==> src/rtl/delay_meas_pkg.sv <==
`default_nettype none
// ============================================================================
// Module      : delay_meas_pkg
// Description : Shared types and constants for the inverter delay measurement
//               sequencer: FSM state encoding, result byte-select codes and
//               status byte bit positions.
// Revision    : 1.0 - initial release
// ============================================================================
package delay_meas_pkg;

  typedef enum logic [1:0] {
    ST_IDLE   = 2'd0,
    ST_SETTLE = 2'd1,
    ST_GATE   = 2'd2,
    ST_DONE   = 2'd3
  } state_e;

  // Result byte-select codes
  localparam logic [1:0] c_BSEL_B0     = 2'd0;
  localparam logic [1:0] c_BSEL_B1     = 2'd1;
  localparam logic [1:0] c_BSEL_B2     = 2'd2;
  localparam logic [1:0] c_BSEL_STATUS = 2'd3;

  // Status byte layout: {ovf, done, busy, pad, osc_sel}
  localparam int c_STAT_OVF  = 7;
  localparam int c_STAT_DONE = 6;
  localparam int c_STAT_BUSY = 5;

endpackage
`default_nettype wire

==> src/rtl/delay_meas_ctrl_edge_sync.sv <==
`default_nettype none
// ============================================================================
// Module      : delay_meas_ctrl_edge_sync
// Description : Brings the asynchronous oscillator output into the clk domain
//               through a 2-FF synchronizer and emits a one-cycle pulse on each
//               rising edge of the synchronized signal.
// Ports       : clk      - system clock
//               rst_n    - asynchronous active-low reset
//               i_async  - raw asynchronous input
//               o_tick   - one-cycle rising-edge pulse
// Revision    : 1.0 - initial release
// ============================================================================
module delay_meas_ctrl_edge_sync (
  input  logic clk,
  input  logic rst_n,
  input  logic i_async,
  output logic o_tick
);

  logic r_s1;
  logic r_s2;
  logic r_s3;

  // All three flops clear on reset so a high input cannot fake an edge
  // relative to stale history right after reset.
  always_ff @(posedge clk or negedge rst_n) begin
    if (!rst_n) begin
      r_s1 <= 1'b0;
      r_s2 <= 1'b0;
      r_s3 <= 1'b0;
    end else begin
      r_s1 <= i_async;
      r_s2 <= r_s1;
      r_s3 <= r_s2;
    end
  end

  assign o_tick = r_s2 & ~r_s3;

endmodule
`default_nettype wire

==> src/rtl/delay_meas_ctrl.sv <==
`default_nettype none
// ============================================================================
// Module      : delay_meas_ctrl
// Description : Sequencer for the on-chip inverter delay experiment. A start
//               request selects a ring oscillator, enables it, waits a settle
//               window, then counts oscillator rising edges over a fixed gate
//               window and latches the count for byte-wise readout.
// Ports       : clk          - system clock
//               rst_n        - asynchronous active-low reset
//               i_start      - 1-cycle request, honoured in IDLE/DONE only
//               i_chain_sel  - oscillator index, captured on accepted start
//               i_osc_in     - raw asynchronous oscillator output
//               o_osc_en     - enable to selected oscillator
//               o_osc_sel    - registered chain index to the oscillator mux
//               o_busy       - high in SETTLE and GATE
//               o_done       - high in DONE (result valid)
//               o_ovf        - count saturated during last run
//               i_byte_sel   - 0..2 result bytes, 3 status
//               o_dout       - selected byte
// Revision    : 1.0 - initial release
// ============================================================================
module delay_meas_ctrl
  import delay_meas_pkg::*;
#(
  parameter int unsigned GATE_CYCLES   = 10_000_000,
  parameter int unsigned SETTLE_CYCLES = 16,
  parameter int unsigned CNT_W         = 24,
  parameter int unsigned NUM_CHAINS    = 8,
  parameter int unsigned SEL_W         = 3
) (
  input  logic             clk,
  input  logic             rst_n,
  input  logic             i_start,
  input  logic [SEL_W-1:0] i_chain_sel,
  input  logic             i_osc_in,
  output logic             o_osc_en,
  output logic [SEL_W-1:0] o_osc_sel,
  output logic             o_busy,
  output logic             o_done,
  output logic             o_ovf,
  input  logic [1:0]       i_byte_sel,
  output logic [7:0]       o_dout
);

  // One down-counter serves both SETTLE and GATE windows.
  localparam int unsigned TMR_MAX = (GATE_CYCLES > SETTLE_CYCLES) ? GATE_CYCLES : SETTLE_CYCLES;
  localparam int unsigned TMR_W   = $clog2(TMR_MAX + 1);
  localparam logic [TMR_W-1:0] c_SETTLE_LOAD = TMR_W'(SETTLE_CYCLES - 1);
  localparam logic [TMR_W-1:0] c_GATE_LOAD   = TMR_W'(GATE_CYCLES - 1);

  // The status byte packs the chain index below three flag bits.
  generate
    if ((SEL_W < $clog2(NUM_CHAINS)) || (SEL_W > 5) ||
        (GATE_CYCLES < 1) || (SETTLE_CYCLES < 1)) begin : g_cfg_err
      $error("delay_meas_ctrl: unsupported parameter combination");
    end
  endgenerate

  state_e             r_state;
  state_e             w_state_nxt;
  logic               w_accept;
  logic               w_busy;
  logic               w_done;
  logic               w_tick;
  logic               w_tmr_zero;
  logic               w_count_sat;
  logic [CNT_W-1:0]   w_count_nxt;
  logic [TMR_W-1:0]   r_tmr;
  logic [CNT_W-1:0]   r_count;
  logic [CNT_W-1:0]   r_result;
  logic               r_ovf;
  logic [SEL_W-1:0]   r_sel;
  logic [23:0]        w_res_ext;
  logic [7:0]         w_status;

  delay_meas_ctrl_edge_sync u_edge_sync (
    .clk     (clk),
    .rst_n   (rst_n),
    .i_async (i_osc_in),
    .o_tick  (w_tick)
  );

  assign w_tmr_zero  = (r_tmr == '0);
  assign w_count_sat = &r_count;
  // Saturating increment; also the value latched on the final GATE cycle so
  // a tick there is included in the result.
  assign w_count_nxt = (w_tick && !w_count_sat) ? (r_count + CNT_W'(1)) : r_count;

  // ---------------------------------------------------------------- FSM
  always_ff @(posedge clk or negedge rst_n) begin
    if (!rst_n) begin
      r_state <= ST_IDLE;
    end else begin
      r_state <= w_state_nxt;
    end
  end

  always_comb begin
    w_state_nxt = r_state;
    w_accept    = 1'b0;
    w_busy      = 1'b0;
    w_done      = 1'b0;
    case (r_state)
      ST_IDLE: begin
        if (i_start) begin
          w_accept    = 1'b1;
          w_state_nxt = ST_SETTLE;
        end
      end
      ST_SETTLE: begin
        w_busy = 1'b1;
        if (w_tmr_zero) w_state_nxt = ST_GATE;
      end
      ST_GATE: begin
        w_busy = 1'b1;
        if (w_tmr_zero) w_state_nxt = ST_DONE;
      end
      ST_DONE: begin
        w_done = 1'b1;
        if (i_start) begin
          w_accept    = 1'b1;
          w_state_nxt = ST_SETTLE;
        end
      end
      default: w_state_nxt = ST_IDLE;
    endcase
  end

  // ----------------------------------------------------------- datapath
  always_ff @(posedge clk or negedge rst_n) begin
    if (!rst_n) begin
      r_tmr    <= '0;
      r_count  <= '0;
      r_result <= '0;
      r_ovf    <= 1'b0;
      r_sel    <= '0;
    end else if (w_accept) begin
      r_sel   <= i_chain_sel;
      r_count <= '0;
      r_ovf   <= 1'b0;
      r_tmr   <= c_SETTLE_LOAD;
    end else if (r_state == ST_SETTLE) begin
      r_tmr <= w_tmr_zero ? c_GATE_LOAD : (r_tmr - TMR_W'(1));
    end else if (r_state == ST_GATE) begin
      r_count <= w_count_nxt;
      if (w_tick && w_count_sat) r_ovf <= 1'b1;
      if (w_tmr_zero) r_result <= w_count_nxt;
      else            r_tmr    <= r_tmr - TMR_W'(1);
    end
  end

  // Enable follows the (asynchronously reset) state, so it drops at once
  // when rst_n asserts.
  assign o_osc_en  = w_busy;
  assign o_busy    = w_busy;
  assign o_done    = w_done;
  assign o_ovf     = r_ovf;
  assign o_osc_sel = r_sel;

  // ------------------------------------------------------------ readout
  assign w_res_ext = 24'(r_result);

  always_comb begin
    w_status              = 8'(r_sel);
    w_status[c_STAT_OVF]  = r_ovf;
    w_status[c_STAT_DONE] = w_done;
    w_status[c_STAT_BUSY] = w_busy;
  end

  always_comb begin
    o_dout = 8'h00;
    case (i_byte_sel)
      c_BSEL_B0:     o_dout = w_res_ext[7:0];
      c_BSEL_B1:     o_dout = w_res_ext[15:8];
      c_BSEL_B2:     o_dout = w_res_ext[23:16];
      c_BSEL_STATUS: o_dout = w_status;
      default:       o_dout = 8'h00;
    endcase
  end

endmodule
`default_nettype wire
==> config.mk <==
export PLATFORM = sky130hd
export DESIGN_NAME = delay_meas_ctrl
export DESIGN_NICKNAME = d
export VERILOG_FILES = /design/src/rtl/delay_meas_pkg.sv /design/src/rtl/delay_meas_ctrl_edge_sync.sv /design/src/rtl/delay_meas_ctrl.sv
export SDC_FILE = /design/constraint.sdc
export NUM_CORES = 1
export LEC_CHECK = 0
export BUFFER_PORTS_ARGS = -buffer_cell sky130_fd_sc_hd__buf_2
export CORE_ASPECT_RATIO = 1.75
export CORE_UTILIZATION = 40
export DETAILED_ROUTE_END_ITERATION = 6
export SYNTH_ARGS = -nofsm -noshare
export SYNTH_HDL_FRONTEND = slang
export SYNTH_SLANG_ARGS = --single-unit
==> constraint.sdc <==
create_clock -name clk -period 4.2 [get_ports clk]
set_clock_uncertainty 0.1 [all_clocks]
set_input_delay 0.63 -clock clk [delete_from_list [all_inputs] [get_ports clk]]
set_output_delay 0.63 -clock clk [all_outputs]
set_load 0.1 [all_outputs]
== Yosys cells after proc, flatten, opt, wreduce, memory -nomap -nowiden ==
Index checks and enable logic that the tools add are counted.

* Output and inout bits: 15
* Bits of input ports: 9
* Register bits after elaboration: 81

* Add/subtract/negate cells: 2
* Equal/unequal tests: 11
* Reductions and logical operators: 17
* Bitwise gates (word level): 4
* Mux-type cells: 22

{| class="wikitable"
|+ Operators by type and width
! kind !! number
|-
| $mux W24 || 9
|-
| $pmux W8 S4 || 1
|-
| $add A24 B1 Y24 const B || 1
|-
| $logic_not A24 Y1 || 1
|-
| $reduce_and A24 Y1 || 1
|-
| $sub A24 B1 Y24 const B || 1
|-
| $eq A2 B2 Y1 const B || 4
|-
| $mux W1 || 8
|-
| $mux W2 || 3
|-
| $ne A2 B2 Y1 const B || 3
|-
| $pmux W2 S3 || 1
|-
| $reduce_and A3 Y1 || 2
|-
| $eq A2 B1 Y1 const B || 2
|-
| $logic_not A2 Y1 || 2
|-
| $reduce_and A2 Y1 || 2
|-
| $reduce_and A4 Y1 || 1
|-
| $reduce_bool A2 Y1 || 2
|-
| $reduce_or A2 Y1 || 2
|-
| $ne A3 B2 Y1 const B || 1
|-
| $not A1 Y1 || 3
|-
| $reduce_bool A3 Y1 || 1
|-
| $logic_and A1 B1 Y1 || 2
|-
| $ne A2 B1 Y1 const B || 1
|-
| $and A1 B1 Y1 || 1
|-
| $logic_not A1 Y1 || 1
|}

== Logic depth before layout (Yosys ltp) ==
Gate-level depths: netlist of the first run.

* Depth after elaboration: 7
* Gate-level depth with buffers: 11
* Mapped depth without buffers: 7

== Hierarchy ==
From an unflattened synthesis of the first run, not the netlist that was laid out.

* Cell total of the unflattened synthesis: 517
* Area total of the unflattened synthesis: 4689.5 um^2

{| class="wikitable"
|+ By module, submodules not included
! module !! area an instance (um^2) !! instances !! cells an instance
|-
| delay_meas_ctrl || 4600.7 || 1 || 513
|-
| delay_meas_ctrl_edge_sync || 88.8 || 1 || 4
|}

== Worst setup path before layout of the first run ==
Ideal clock, no wire load.

* Path type: in2out
* Start: in i_byte_sel[0]
* End: out o_dout[4]
* Arrival time: 3.322 ns
* Setup slack: 0.148 ns
* Stages: 3
* Required time: 3.470 ns
* Buffers on the path: 1
* Cells stage by stage: clkbuf_1 -> mux2i_1 -> o21ai_0

* Word-level cells in the longest chain between the ends: 2
* Elaborated cells on any way between the ends: 5

{| class="wikitable"
|+ RTL lines
! item !! line !! RTL
|-
| from (decl) || delay_meas_ctrl.sv:41 || <nowiki>input logic [1:0] i_byte_sel,</nowiki>
|-
| $eq A2 B2 Y1, or another cell as far along || delay_meas_ctrl.sv:172 || <nowiki>case (i_byte_sel)</nowiki>
|-
| $pmux W8 S4 (*) || delay_meas_ctrl.sv:172 ||
|-
| to (decl) || delay_meas_ctrl.sv:42 || <nowiki>output logic [7:0] o_dout</nowiki>
|}

Mark *: on every way between the ends. The rest lies on a longest branch, timed or not.

== Worst setup path after layout of the first run ==
* Start: reg r_tmr[14]
* End: reg r_result[17]

* Word-level cells in the longest chain between the ends: 2

{| class="wikitable"
|+ RTL lines
! item !! line !! RTL
|-
| from (decl) || delay_meas_ctrl.sv:68 || <nowiki>logic [TMR_W-1:0] r_tmr;</nowiki>
|-
| from (signal assigned) || delay_meas_ctrl.sv:141 || <nowiki>r_tmr <= c_SETTLE_LOAD;</nowiki>
|-
| from (signal assigned) || delay_meas_ctrl.sv:143 || <nowiki>r_tmr <= w_tmr_zero ? c_GATE_LOAD : (r_tmr - TMR_W'(1));</nowiki>
|-
| from (signal assigned) || delay_meas_ctrl.sv:148 || <nowiki>else r_tmr <= r_tmr - TMR_W'(1);</nowiki>
|-
| $logic_not A24 Y1 || delay_meas_ctrl.sv:83 || <nowiki>assign w_tmr_zero = (r_tmr == '0);</nowiki>
|-
| $reduce_and A4 Y1 (no source line) || - ||
|-
| to (signal assigned) || delay_meas_ctrl.sv:147 || <nowiki>if (w_tmr_zero) r_result <= w_count_nxt;</nowiki>
|-
| to (decl) || delay_meas_ctrl.sv:70 || <nowiki>logic [CNT_W-1:0] r_result;</nowiki>
|}

Every way passes these cells.
A chain may end at the register's enable or synchronous reset.

==> results.tsv, run 1 <==
metric	value	unit
status	completed	
die_h	149.4	µm
synthArstFlopShare	100.0	%
grt_pass1_wl	22.61	mm
synth_area	4969	µm²
synth_common_cells	dfrtp_1 (81), nand2_1 (61), a21oi_1 (33), o21ai_0 (29), nand3_1 (25)	
cp-end-kind	flop	
synth.area.top_cells	dfrtp_1 (41%), nand2_1 (4.6%), a21oi_1 (3.3%)	
r2r_start	r_tmr[14]	
initial_utilization	41.17	%
worst-path-max-fanout	40	
reg2reg_to	r_result[17]	
avgSynthCellArea	9.100	µm²
crit_start	r_tmr[14]	
clkLatencyLatePin	0.36	ns
crit_arrival	3.22	ns
r2r_cells	5	
syn_nets	562	
drcViolationCount	0	
ant_nets	0	
ctsHoldBuffers	0	
ios	24	
dpl.hpwl	10.02	mm
area_growth	9.897	%
r2r_setup_slack	1.17	ns
cts_root_buffer	clkbuf_16	
rsz0062_at_grt	false	
vias_per_cell	6.004	
die-area	12890	µm²
ir_worst_vdd	0.3942	mV
grt_pass1_vias	4306	
cts_tree	yes	
fin_crit	3.026	ns
finalHoldViolCount	0	
cts.sinks	81	
grt_max_degree	82	
cts_resized	0	
cts.clk_slew.worst_paths	0.07	ns
p_int	0.001722	W
finalSetupViolCount	0	
first_pass_iters	4	
numPortBuffers	23	
cp_cell_sequence	nor3_1, nand4_1, or3_4, or4_1, nand3_1	
grt.total_usage	23.10	%
setup_tns	0	ns
antenna_found_initial	0	
clock_path_buffers	2	
max-cap-violations	0	
min_path_type	reg -> reg	
tightest_slew	1.175	ns
slew_viol_final	0	
critPathRequiredTime	4.39	ns
p_switching	0.001589	W
synth_top_area_cell	dfrtp_1	
nNetsFinal	563	
slowest_stage	or3_4	
drive_above_1_share	13.41	%
gp_congestion	0.8651	
synth_cells	546	
drtIter0Drc	284	
synth_top_area_share	40.80	%
post-place-ws	1.203	ns
power_density	606.3	nW/µm²
yosysWarnings	0	
core-area	12070	µm²
max_freq	0.3305	GHz
synth-edff-count	0	
pwr-share-seq	30.0	%
clock_power_share	25.3	%
rows	53	
critPathLaunchType	flop	
power.leakage	2.216	nW
final_area	5460	µm²
synth.most_common_cell	dfrtp_1	
cts_made_buffers	9	
crit_end	r_result[17]	
switching_share	47.98	%
ys_seq_area_share	40.80	%
vias	4305	
cts_max_level	3	
synthFlopType	dfrtp_1	
antennaDiodeCount	0	
die_w	86.25	µm
setup_ws	1.174	ns
crit_type	reg -> reg	
comb_power_share	44.7	%
cp_slowest_stage_delay	0.74	ns
fillers	1225	
synth.distinct_cells	69	
synth_seq_cells	81	
routedWlPerCell	19.51	µm
slew_headroom	21.66	%
place_area	5151	µm²
timing.final.crit_share	72.05	%
postCtsSetupBuffers	0	
postRouteWirelength	13.99	mm
grt_overflow_total	0	
-- how the worst min path moves through the flow --
stage	from	endpoint	slack [ns]	cells after the start
after floorplan	rst_n	o_osc_sel[0]	0.23	0
after global placement	u_edge_sync.r_s1	u_edge_sync.r_s2	0.23	0
after detailed placement	u_edge_sync.r_s1	u_edge_sync.r_s2	0.24	0
after CTS	u_edge_sync.r_s1	u_edge_sync.r_s2	0.25	0
after global routing	u_edge_sync.r_s1	u_edge_sync.r_s2	0.27	0
final	u_edge_sync.r_s1	u_edge_sync.r_s2	0.25	0
-- registers in the layout (all words and copies together) (netlist names) --
name and count:
o_osc_sel 3, r_result 24, r_tmr 24, o_ovf 1
u_edge_sync.r_s1 1, r_state 2, u_edge_sync.r_s3 1, u_edge_sync.r_s2 1
r_count 24
-- power by group through the flow --
stage	registers, W	clock network, W	logic [W]
CTS	0.000989	0.000853	0.00149
global route	0.00101	0.000882	0.00160
finish	0.000992	0.000839	0.00148
floorplan	0.00107	0	0.00112
global placement	0.00100	0	0.00146
detailed placement	0.00100	0	0.00149
-- cells in the final DEF, fill, tap and decap left out, drive strengths merged, types with 4 or more instances in the layout --
| cell | n |
|---|---|
| a211o | 7 |
| a21o | 4 |
| a21oi | 33 |
| a22o | 4 |
| a311o | 4 |
| a31oi | 17 |
| and2 | 5 |
| and3 | 6 |
| and4 | 4 |
| buf | 27 |
| clkbuf | 9 |
| dfrtp | 81 |
| ha | 7 |
| inv | 25 |
| mux2i | 6 |
| mux4 | 6 |
| nand2 | 63 |
| nand2b | 4 |
| nand3 | 26 |
| nand4 | 17 |
| nor2 | 22 |
| nor3 | 18 |
| nor4 | 16 |
| o211ai | 5 |
| o21a | 5 |
| o21ai | 41 |
| o22a | 7 |
| o31ai | 4 |
| or3 | 13 |
| or4 | 15 |
| xnor2 | 10 |
-- metal layers --
layer | vias to the layer above | GRT usage (%) | part of all wire (%)
li1 | 2056 | - | -
met1 | 2113 | 24.61 | 37
met2 | 98 | 41.23 | 54
met3 | 38 | 3.861 | 3.1
met4 | 0 | 15.17 | 6.3
met5 | - | 0 | 0
-- worst max-delay path: cells and delay by family (launching register included) --
family | cells | cell delay, ns
flip-flops | 1 | 0.46
AND/OR/NAND/NOR | 5 | 2.39
-- area by class of cell --
type	instances	area [µm²]	area share [%]
clock buffers	9	225.2	4.125
clock inverters	7	83.83	1.535
inverters	21	78.83	1.444
multi-input cells	407	2691	49.29
flip-flops and latches	81	2027	37.12
well taps	165	206.4	3.781
repair buffers	27	147.6	2.704
-- metrics by stage --
stage | utilization [%] | power (W) | hold slack, ns | instances
CTS | 45.24 | 0.003330 | 0.2494 | 717
floorplan | - | 0.002184 | 0.2312 | 546
global route | 45.24 | 0.003492 | 0.2709 | 717
detailed placement | 42.68 | 0.002489 | 0.2356 | 701
finish | 45.24 | 0.003311 | 0.2462 | 717
global placement | 42.68 | 0.002459 | 0.2340 | 701
-- logic make-up (layout without fill, tap and decap cells) --
family                   after synthesis  count (layout)  synth area share, %
AND/OR/NAND/NOR                      225             225                26.47
AO/OA/AOI/OAI                        149             149                19.44
flip-flops                            81              81                40.80
buffers and inverters                 58              64                5.037
multiplexers                          14              14                4.382
XOR/XNOR                              12              12                2.115
adder cells (fa/ha/maj)                7               7                1.763
Power figures use the tool's default switching activity.
==> run 2: changes to the inputs <==
==> constraint.sdc (replaced) <==
create_clock -name clk -period 3.1 [get_ports clk]
set_clock_uncertainty 0.1 [all_clocks]
set_input_delay 0.465 -clock clk [delete_from_list [all_inputs] [get_ports clk]]
set_output_delay 0.465 -clock clk [all_outputs]
set_load 0.1 [all_outputs]
==> run 2 against run 1 <==
The flow now finishes with violations (negative hold slack). Highest routed layer unchanged. Register-to-register slack worse by 0.75 ns. Clock power up 44%. Fmax up 13%. Core utilization up 0.87 points. Cell count up 1.5%.
==> results.tsv, run 2 (synthesized netlist as in run 1, its figures left out) <==
metric	value	unit	change
core-area	12070	µm²	unchanged
crit_type	reg -> reg		
cp_slowest_stage_delay	0.57	ns	-0.17 ns
finalHoldViolCount	16		+16
die-area	12890	µm²	unchanged
critPathRequiredTime	3.29	ns	-1.10 ns
slowest_stage	or4_1		
first_pass_iters	4		unchanged
finalSetupViolCount	0		unchanged
cts.clk_slew.worst_paths	0.07	ns	about the same
ios	24		unchanged
final_core_util	46.11	%	+0.87 points
timing.final.crit_share	86.35	%	+14 points
postRouteWirelength	14.31	mm	+2.3%
ant_nets	0		unchanged
grt_pass1_wl	23.42	mm	+3.6%
cts_made_buffers	9		unchanged
die_h	149.4	µm	unchanged
cp_cell_sequence	inv_1, ha_1, nor4b_2, nand3_2, or3_4, or4_1, nand3_1		
die_w	86.25	µm	unchanged
initial_utilization	41.17	%	unchanged
ir_worst_vdd	0.4461	mV	+13%
final_cell_mix	dfrtp_1 (81), nand2_1 (61), a21oi_1 (33)		
worst-path-max-fanout	40		unchanged
clock_path_buffers	2		unchanged
cts.sinks	81		unchanged
grt_max_degree	41		-50%
max-cap-violations	0		unchanged
grt.total_usage	23.97	%	+0.88 points
violations	negative hold slack		
drtIter0Drc	214		-25%
max_freq	0.3736	GHz	+13%
vias_per_cell	5.999		about the same
vias	4367		+1.4%
cts_resized	0		unchanged
fin_crit	2.677	ns	-0.3491 ns
grt_overflow_total	0		unchanged
fillers	1226		+0.082%
nNetsFinal	574		+2.0%
final_common_cell	dfrtp_1		
cts_max_level	3		unchanged
slew_headroom	24.47	%	+2.8 points
r2r_cells	7		+2
tightest_slew	1.133	ns	-0.04216 ns
slew_viol_final	0		unchanged
top_regs	r_count x24, r_result x24, r_tmr x24		
cts_root_buffer	clkbuf_16		
routedWlPerCell	19.65	µm	+0.74%
gp_congestion	0.9263		+7.1%
cts_tree	yes		
numPortBuffers	23		unchanged
place_area	5234	µm²	+1.6%
power_density	832.8	nW/µm²	+37%
final_area	5565	µm²	+1.9%
setup_tns	0	ns	unchanged
antennaDiodeCount	0		unchanged
antenna_found_initial	0		unchanged
drcViolationCount	0		unchanged
power.leakage	2.284	nW	+3.1%
drive_above_1_share	15.10	%	+1.7 points
crit_arrival	2.87	ns	-0.35 ns
min_path_type	in -> async		
grt_pass1_vias	4499		+4.5%
area_growth	12.01	%	
status	finished with violations		
postCtsSetupBuffers	0		unchanged
cp-end-kind	flop		
rsz0062_at_grt	false		
rows	53		unchanged
hold_ws	-0.01510	ns	-0.2613 ns
ctsHoldBuffers	0		unchanged
clkLatencyLatePin	0.35	ns	about the same
dpl.hpwl	10.53	mm	+5.1%
critPathLaunchType	flop		
[run 2: final timing paths]
kind                                   from               end  slack [ns]
setup reg to reg                   r_tmr[0]      r_result[17]        0.42
max in group asynchronous             rst_n      o_osc_sel[1]        2.18
hold / removal                        rst_n        r_count[8]       -0.02
min in group clk                   i_osc_in  u_edge_sync.r_s1        0.13
setup / recovery                   r_tmr[0]      r_result[17]        0.42
hold reg to reg            u_edge_sync.r_s1  u_edge_sync.r_s2        0.25
[run 2: layout make-up]
class | instances | area [µm²] | area share, %
repair buffers | 38 | 230.2 | 4.137
flip-flops and latches | 81 | 2027 | 36.42
clock inverters | 7 | 106.4 | 1.911
multi-input cells | 407 | 2691 | 48.36
inverters | 21 | 78.83 | 1.416
clock buffers | 9 | 225.2 | 4.047
well taps | 165 | 206.4 | 3.710
[run 2: layer usage]
metal  track usage [%]  up-vias  part of all wire [%]
li1                  -     2076                     -
met1             25.09     2153                    37
met2             43.17       95                    54
met3             4.137       43                   2.9
met4             15.83        0                   6.4
met5                 0        -                     0
[run 2: worst max-delay path, delay by kind of cell, from the launching register on]
kind	cells	cell delay [ns]
adder cells (fa/ha/maj)	1	0.18
buffers and inverters	1	0.13
flip-flops	1	0.39
AND/OR/NAND/NOR	5	1.82
[run 2: metrics by stage]
stage	setup WS, ns	power [W]	instances
after global routing	0.2298	0.004903	728
after CTS	0.4179	0.004662	728
after global placement	0.4722	0.003397	712
final	0.4232	0.004635	728
after detailed placement	0.4346	0.003449	712
after floorplan	0.03657	0.002960	546
[run 2: report_power, final]
part	internal [W]	total, W	switching (W)	leakage (nW)
sequential	0.00118	0.00134	0.000160	1.10
combinational	0.000582	0.00209	0.00150	1.02
clock	0.000723	0.00121	0.000484	0.163
